**config.mk**
```make
export PLATFORM = sky130hd
export DESIGN_NAME = reg_bus_arb
export DESIGN_NICKNAME = d
export VERILOG_FILES = /design/src/rtl/reg_arb_pkg.sv /design/src/rtl/reg_arb_rr_pick.sv /design/src/rtl/reg_bus_arb.sv
export SDC_FILE = /design/constraint.sdc
export NUM_CORES = 1
export LEC_CHECK = 0
export ABC_AREA = 0
export CORE_AREA = 2 2 167 169
export CTS_CLUSTER_SIZE = 30
export DETAILED_ROUTE_END_ITERATION = 12
export DIE_AREA = 0 0 169 171
export MAX_ROUTING_LAYER = met4
export PLACE_DENSITY_LB_ADDON = 0.3
export SLEW_MARGIN = 20
export SYNTH_ARGS = -nofsm -noshare
export SYNTH_HDL_FRONTEND = slang
export SYNTH_SLANG_ARGS = --single-unit
```
**constraint.sdc**
```tcl
create_clock -name clk -period 2.4 [get_ports clk]
set_input_delay 0.24 -clock clk [delete_from_list [all_inputs] [get_ports clk]]
set_output_delay 0.24 -clock clk [all_outputs]
set_load 0.01 [all_outputs]
```
**src/rtl/reg_arb_pkg.sv**
```systemverilog
// Shared types and helpers for the register-bus round-robin arbiter.
package reg_arb_pkg;

   typedef enum logic [1:0] {
      IDLE    = 2'd0,
      BUSY    = 2'd1,
      RELEASE = 2'd2
   } arb_state_e;

   localparam int NREQ_MAX = 8;

   function automatic int grant_w(input int n);
      return (n > 1) ? $clog2(n) : 1;
   endfunction

endpackage

```
**src/rtl/reg_arb_rr_pick.sv**
```systemverilog
// Combinational round-robin picker: first set request searching upward
// from (last+1) mod NREQ with wrap-around.
module reg_arb_rr_pick import reg_arb_pkg::*; #(
   parameter  int NREQ = 4,
   localparam int GW   = grant_w(NREQ)
) (
   input  logic [NREQ-1:0] req,
   input  logic [GW-1:0]   last,
   output logic            found,
   output logic [GW-1:0]   win
);

   // Scan offsets from farthest to nearest so the nearest hit is written last.
   always_comb begin
      logic [GW-1:0] idx_v;
      found = 1'b0;
      win   = '0;
      idx_v = '0;
      for (int k = NREQ; k >= 1; k--) begin
         idx_v = GW'((int'(last) + k) % NREQ);
         found = found | req[idx_v];
         win   = req[idx_v] ? idx_v : win;
      end
   end

endmodule

```
**src/rtl/reg_bus_arb.sv**
```systemverilog
// Round-robin arbiter sharing one register-bus initiator port among NREQ requesters.
// Optional timeout logging is enabled by defining REG_ARB_ERR_LOG_EN.
module reg_bus_arb import reg_arb_pkg::*; #(
   parameter  int NREQ = 4,
   parameter  int AW   = 26,
   parameter  int DW   = 32,
   parameter  int BEW  = 4,
   localparam int GW   = grant_w(NREQ)
) (
   input  logic              clk,
   input  logic              reset_n,
   input  logic [NREQ-1:0]   req_cs,
   input  logic [NREQ*AW-1:0]  req_addr,
   input  logic [NREQ*DW-1:0]  req_wdata,
   input  logic [NREQ-1:0]   req_wr,
   input  logic [NREQ*BEW-1:0] req_be,
   output logic [DW-1:0]     req_rdata,
   output logic [NREQ-1:0]   req_ack,
   output logic [NREQ-1:0]   req_timeout,
   output logic              m_reg_cs,
   output logic [AW-1:0]     m_reg_addr,
   output logic [DW-1:0]     m_reg_wdata,
   output logic              m_reg_wr,
   output logic [BEW-1:0]    m_reg_be,
   input  logic [DW-1:0]     m_reg_rdata,
   input  logic              m_reg_ack,
   input  logic              m_reg_timeout,
   output logic [GW-1:0]     grant_id,
   output logic              err_valid,
   output logic [GW-1:0]     err_id,
   output logic [AW-1:0]     err_addr,
   input  logic              err_clr
);

   arb_state_e     state_r;
   logic [GW-1:0]  grant_id_r;
   logic [GW-1:0]  last_r;
   logic           m_reg_cs_r;
   logic           found_s;
   logic [GW-1:0]  win_s;
   logic           ack_hit_s;
   logic [AW-1:0]  m_reg_addr_s;
   logic [NREQ-1:0] req_ack_s;
   logic [NREQ-1:0] req_timeout_s;

   reg_arb_rr_pick #(.NREQ(NREQ)) u_pick (
      .req   (req_cs),
      .last  (last_r),
      .found (found_s),
      .win   (win_s)
   );

   // Arbitration FSM; RELEASE is a one-cycle gap so the finished requester's cs can drop.
   always_ff @(posedge clk or negedge reset_n) begin
      if (!reset_n) begin
         state_r    <= IDLE;
         grant_id_r <= '0;
         last_r     <= GW'(NREQ - 1);
         m_reg_cs_r <= 1'b0;
      end else begin
         case (state_r)
            IDLE: begin
               if (found_s) begin
                  grant_id_r <= win_s;
                  m_reg_cs_r <= 1'b1;
                  state_r    <= BUSY;
               end
            end
            BUSY: begin
               if (m_reg_ack) begin
                  m_reg_cs_r <= 1'b0;
                  last_r     <= grant_id_r;
                  state_r    <= RELEASE;
               end
            end
            RELEASE: state_r <= IDLE;
            default: begin
               state_r    <= IDLE;
               m_reg_cs_r <= 1'b0;
            end
         endcase
      end
   end

   assign ack_hit_s    = (state_r == BUSY) & m_reg_ack;
   assign m_reg_addr_s = req_addr[int'(grant_id_r)*AW +: AW];

   // Zero-latency return path to the granted requester only.
   always_comb begin
      req_ack_s     = '0;
      req_timeout_s = '0;
      if (ack_hit_s) begin
         req_ack_s[grant_id_r]     = 1'b1;
         req_timeout_s[grant_id_r] = m_reg_timeout;
      end else begin
         req_ack_s     = '0;
         req_timeout_s = '0;
      end
   end

   assign req_ack     = req_ack_s;
   assign req_timeout = req_timeout_s;
   assign req_rdata   = m_reg_rdata;
   assign m_reg_cs    = m_reg_cs_r;
   assign m_reg_addr  = m_reg_addr_s;
   assign m_reg_wdata = req_wdata[int'(grant_id_r)*DW +: DW];
   assign m_reg_wr    = req_wr[grant_id_r];
   assign m_reg_be    = req_be[int'(grant_id_r)*BEW +: BEW];
   assign grant_id    = grant_id_r;

`ifdef REG_ARB_ERR_LOG_EN
   logic           err_valid_r;
   logic [GW-1:0]  err_id_r;
   logic [AW-1:0]  err_addr_r;

   // First timeout is kept until cleared; a capture beats a same-cycle clear.
   always_ff @(posedge clk or negedge reset_n) begin
      if (!reset_n) begin
         err_valid_r <= 1'b0;
         err_id_r    <= '0;
         err_addr_r  <= '0;
      end else if (ack_hit_s && m_reg_timeout) begin
         err_valid_r <= 1'b1;
         if (!err_valid_r) begin
            err_id_r   <= grant_id_r;
            err_addr_r <= m_reg_addr_s;
         end
      end else if (err_clr) begin
         err_valid_r <= 1'b0;
      end
   end

   assign err_valid = err_valid_r;
   assign err_id    = err_id_r;
   assign err_addr  = err_addr_r;
`else
   logic unused_err_clr_s;
   assign unused_err_clr_s = err_clr;
   assign err_valid = 1'b0;
   assign err_id    = '0;
   assign err_addr  = '0;
`endif

endmodule

```
======== Yosys cells after proc, flatten, opt, wreduce, memory -nomap -nowiden ========
Index checks and enable logic that the tools add are counted.
operators by class
  add/sub/neg operators ................... 4
  $mul .................................... 1
  magnitude comparators ................... 6
  equal/unequal tests ..................... 4
  shift-type cells ........................ 3
  muxes and demuxes ....................... 24
  bitwise operators ....................... 6
  reduce and logical (&&, ||, !) cells .... 6
operators by type and width
  operator               count
  $shiftx A128 B8 Y32    1
  $shiftx A104 B8 Y26    1
  $shiftx A16 B5 Y4      1
  $lt A2 B3 Y1 const B   5
  $mux W2                6
  $bmux W1 S2            5
  $mux W1                8
  $mux W4                2
  $mul A2 B4 Y6 const B  1
  $reduce_and A2 Y1      3
  $add A2 B1 Y2 const B  2
  $add A2 B2 Y2 const B  2
  $and A4 B4 Y4          1
  $ne A2 B2 Y1 const B   2
  $pmux W2 S2            1
  $or A1 B1 Y1           3
  $pmux W1 S3            1
  $reduce_and A3 Y1      1
  $demux W1 S2           1
  $eq A2 B1 Y1 const B   1
  $eq A2 B2 Y1 const B   1
  $ge A2 B1 Y1 const B   1
  $logic_not A2 Y1       1
  $and A1 B1 Y1          1
  2 further kinds        2
storage, ports and cells
  register bits ........................... 7
  input bits .............................. 293
  word-level logic and storage cells ...... 58

======== Depth between registers and ports, before layout ========
  depth in word-level cells ............... 8
  gate-level depth with buffers ........... 6

======== Cells and area by module ========
A second synthesis with hierarchy kept.
unflattened totals
  cells, all modules ...................... 188
  area, all modules ....................... 2481.1 µm²
modules (own cells, without submodules)
  module           instances  cells an instance  area an instance (µm²)
  reg_bus_arb      1          174                2389.8
  reg_arb_rr_pick  1          14                 91.3

======== Least setup slack after synthesis ========
No wires, ideal clock.
  kind .................................... flip-flop to output port
  from .................................... register grant_id_r[0], in the netlist grant_id[0]
  to ...................................... output port m_reg_addr[0]
  data arrival time ....................... 1.320 ns
  data required time ...................... 2.160 ns
  path slack .............................. 0.840 ns
  stages on the path, launching flop included .. 4
  path buffers ............................ 2
  cells stage by stage .................... dfrtp_1 -> buf_6 -> buf_6 -> mux4_2
between the ends
  cells in the longest elaborated chain, start to end .. 2
ends and longest elaborated chain
  what                    line               source
  start, declared         reg_bus_arb.sv:36  logic [GW-1:0] grant_id_r;
  start signal, assigned  reg_bus_arb.sv:64  grant_id_r <= win_s;
  $mul A2 B4 Y6           reg_bus_arb.sv:86  assign m_reg_addr_s = req_addr[int'(grant_id_r)*AW +: AW];
  $shiftx A104 B8 Y26     reg_bus_arb.sv:86
  end, declared           reg_bus_arb.sv:21  output logic [AW-1:0] m_reg_addr,
No other way between the ends.

======== Worst setup path in the final report ========
  from .................................... register grant_id_r[0], in the netlist grant_id[0]
  to ...................................... output port m_reg_wdata[8]
between the ends
  cells in the longest elaborated chain, start to end .. 1
ends and longest elaborated chain
  what                 line                source
  $shiftx A128 B8 Y32  reg_bus_arb.sv:106  assign m_reg_wdata = req_wdata[int'(grant_id_r)*DW +: DW];
  end, declared        reg_bus_arb.sv:22   output logic [DW-1:0] m_reg_wdata,
No other way between the ends.

==> summary.md <==
| Metric | Value |
|---|---|
| Status | `complete, no violations` |
| DP Area | `5790 um^2` |
| Number of DRC markers in iteration 0 | `90` |
| CTS buffer count | `3` |
| Final Util | `21.5%` |
| TritonRoute pass-1 iters | `4` |
| H-tree depth | `1` |
| Worst Hold Class | `in -> async` |
| Reg-to-reg endpoint | `grant_id[0]` |
| Post-layout nets | `775` |
| Area delta synth->final | `147%` |
| Worst R2R Start | `last_r[1]` |
| WL final | `16.3 mm` |
| Synth async-reset ratio | `100%` |
| Worst Tran Pin Value | `just under 0.5 ns` |
| Boundary Pins | `428` |
| Register area share after synthesis | `7.45%` |
| Initial Util | `approximately 8.7%` |
| Total Routing Usage GR | `a little over a tenth` |
| CP cell instances | `buf_12 > mux4_2 > clkdlybuf4s50_1` |
| Die height | `171 um` |
| Critical Path AT | `~2.1 ns` |
| Clock Latency Late Sink | `0.24 ns` |
| Worst R2R Path Depth | `4` |
| GP Congestion | `0.723` |
| CP max stage cell | `clkdlybuf4s50_1` |
| Cell taking the most area after synthesis | `mux4_2` |
| CP endpoint kind | `primary output` |
| Routed vias/inst | `3.43` |
| Post-CTS Hold Buffers | `0` |
| CP Launch Type | `flip-flop` |
| DRC | `0` |
| Final Hold Vio Count | `0` |
| Yosys warning total | `0` |
| Largest fanout on the critical path | `25` |
| Skew final | `0.00237 ns` |
| Most common flop cell mapped by yosys | `dfrtp_1` |
| Clk buf depth | `2` |
| Layout cells sized above 1 | `16.8%` |
| # Max-Cap Violations | `0` |
| Period minus WS final | `2.29 ns` |
| Core ar. | `27300 um^2` |
| Worst stage delay on the critical path | `0.57 ns` |
| FMAX | `437 MHz` |
| First-pass GRT wire length | `between 20 and 25 mm` |
| Fin crit share | `roughly 95%` |
| CTS tree | `built` |
| Flop2flop setup slack | `1.00 ns` |
| Most frequent cell after synthesis | `mux4_2` |
| Post-CTS Resized | `0` |
| Number of global-route vias before repair | `2997` |
| Required time of the critical path | `2.16 ns` |
| RSZ-0062 raised after global routing | `no` |
| Synth unique cells | `26` |
| Vias | `2855` |
| Post-CTS setup repair buffer count | `0` |
| Post-synth top cells | `mux4_2, buf_4, nor2_1` |
| WL/cell | `19.6 um` |
| Dominant cells by area after synthesis | `mux4_2, buf_4, dfrtp_1, buf_6, dfstp_2` |
| Worst vdd ir | `0.243 mV` |
| Syn Area/Cell | `12.7 um^2` |
| Num rows | `between 60 and 70` |
| Max-slew violation count | `0` |
| TNS Setup | `0 ns` |
| Final Setup Violations | `0` |
| Syn Std Cell Area | `2380 um^2` |
| WS Path Type | `reg -> out` |
| Post-route antenna net violation count | `0` |
| Die width | `169 um` |
| Power density cells | `787 nW/um^2` |
| Die Area | `28900 um^2` |
| Clock Tree Root | `clkbuf_16` |
| Clock Sinks | `7` |
| Slew headroom | `approximately two thirds` |
| Clock-pin transition on the worst setup and hold timing paths | `approximately 0.04 ns` |
| Final instance area | `5880 um^2` |
| DPL Wire Length | `14.7 mm` |
| Synthesized instance count | `roughly 190` |
| EDFF count, synth | `0` |
| Largest net degree at the start of global routing | `35` |
| FILL cells | `2959` |
| Post-synth top area share | `59.5%` |
| Antenna violations before repair | `7` |
| Leak Pwr | `2.05 nW` |
| I/O Buffers | `between 300 and 400` |
| FF+latch count, synth | `7` |
| GRT overflow | `0` |
==> worst max-delay path by stage <==
stage / start / to / slack (ns)
final: grant_id[0] / m_reg_wdata[8] / 0.11
after global routing: grant_id[0] / m_reg_wdata[8] / 0.04
after CTS: grant_id[0] / m_reg_wdata[8] / 0.06
after detailed placement: m_reg_ack / req_timeout[3] / 0.24
after global placement: m_reg_ack / req_timeout[1] / 0.25
after floorplan: grant_id[0] / m_reg_addr[0] / 0.84
==> critical path, delay by kind of cell (launching register included) <==
family / cells / cell delay (ns)
buffers and inverters: 2 / 0.79
flip-flops: 1 / 0.45
multiplexers: 1 / 0.53
==> layout by cell type, fill, tap and decap left out, types with 2 or more instances in the layout <==
cell type        Yosys  routed
clkdlybuf4s50_1      0     331
mux4_2              63      63
conb_1               1      29
nor2_1              12      12
diode_2              0       5
nand2_1              5       5
o21ai_0              4       4
buf_4               62       4
buf_12               0       4
inv_1                3       3
clkbuf_16            0       3
dfrtp_1              5       3
nand2b_1             2       2
dfrtp_4              0       2
dfstp_2              2       2
==> layout make-up <==
| class | instances | area, um^2 | area share [%] |
|---|---|---|---|
| timing repair buffer | 339 | 3420 | 58.2 |
| multi-input combinational | 128 | 1730 | 29.5 |
| tap | 346 | 433 | 7.36 |
| sequential | 7 | 185 | 3.15 |
| clock buffer | 4 | 78.8 | 1.34 |
| antenna | 5 | 12.5 | 0.213 |
| inverter | 3 | 11.3 | 0.192 |
==> layer usage <==
layer / global-route usage (%) / up-vias / wire, um
met5: - / - / 0
met4: 1.90 / 0 / 133
met3: 5.32 / 12 / 1980
met2: 19.5 / 198 / 8420
met1: 10.6 / 1383 / 5750
li1: - / 1262 / -
==> cell families (layout without fill, tap and decap cells) <==
group	count (synthesis)	in the layout	share of synthesized area, %
muxes	66	66	61.0
AOI/OAI and AO/OA	10	10	2.78
and+or+nand+nor	23	23	4.36
DFF	7	7	7.45
other	1	34	0.157
buffers and inverters	80	346	24.2
==> report_power, final <==
| part | internal [W] | switching, W |
|---|---|---|
| clock | 0.000222 | 0.0000686 |
| sequential | 0.000187 | 0.0000852 |
| combinational | 0.00249 | 0.00157 |
| total | 0.00290 | 0.00172 |
==> through the flow <==
| stage | instances | setup WS (ns) | hold WS (ns) | power [W] |
|---|---|---|---|---|
| 2_1_floorplan | 215 | 0.840 | -0.0556 | 0.00238 |
| 3_3_place_gp | 823 | 0.250 | 0.480 | 0.00443 |
| 3_5_place_dp | 823 | 0.243 | 0.480 | 0.00442 |
| 4_1_cts | 827 | 0.0617 | 0.289 | 0.00472 |
| 5_1_grt | 832 | 0.0355 | 0.312 | 0.00491 |
| 6_report | 832 | 0.111 | 0.280 | 0.00462 |
==> sequential cells by signal, summed over array words and instances, names as in the netlist <==
| register | cells |
|---|---|
| grant_id | 2 |
| last_r | 2 |
| state_r | 2 |
| m_reg_cs | 1 |
No activity file was read; power rests on OpenSTA's default activity.
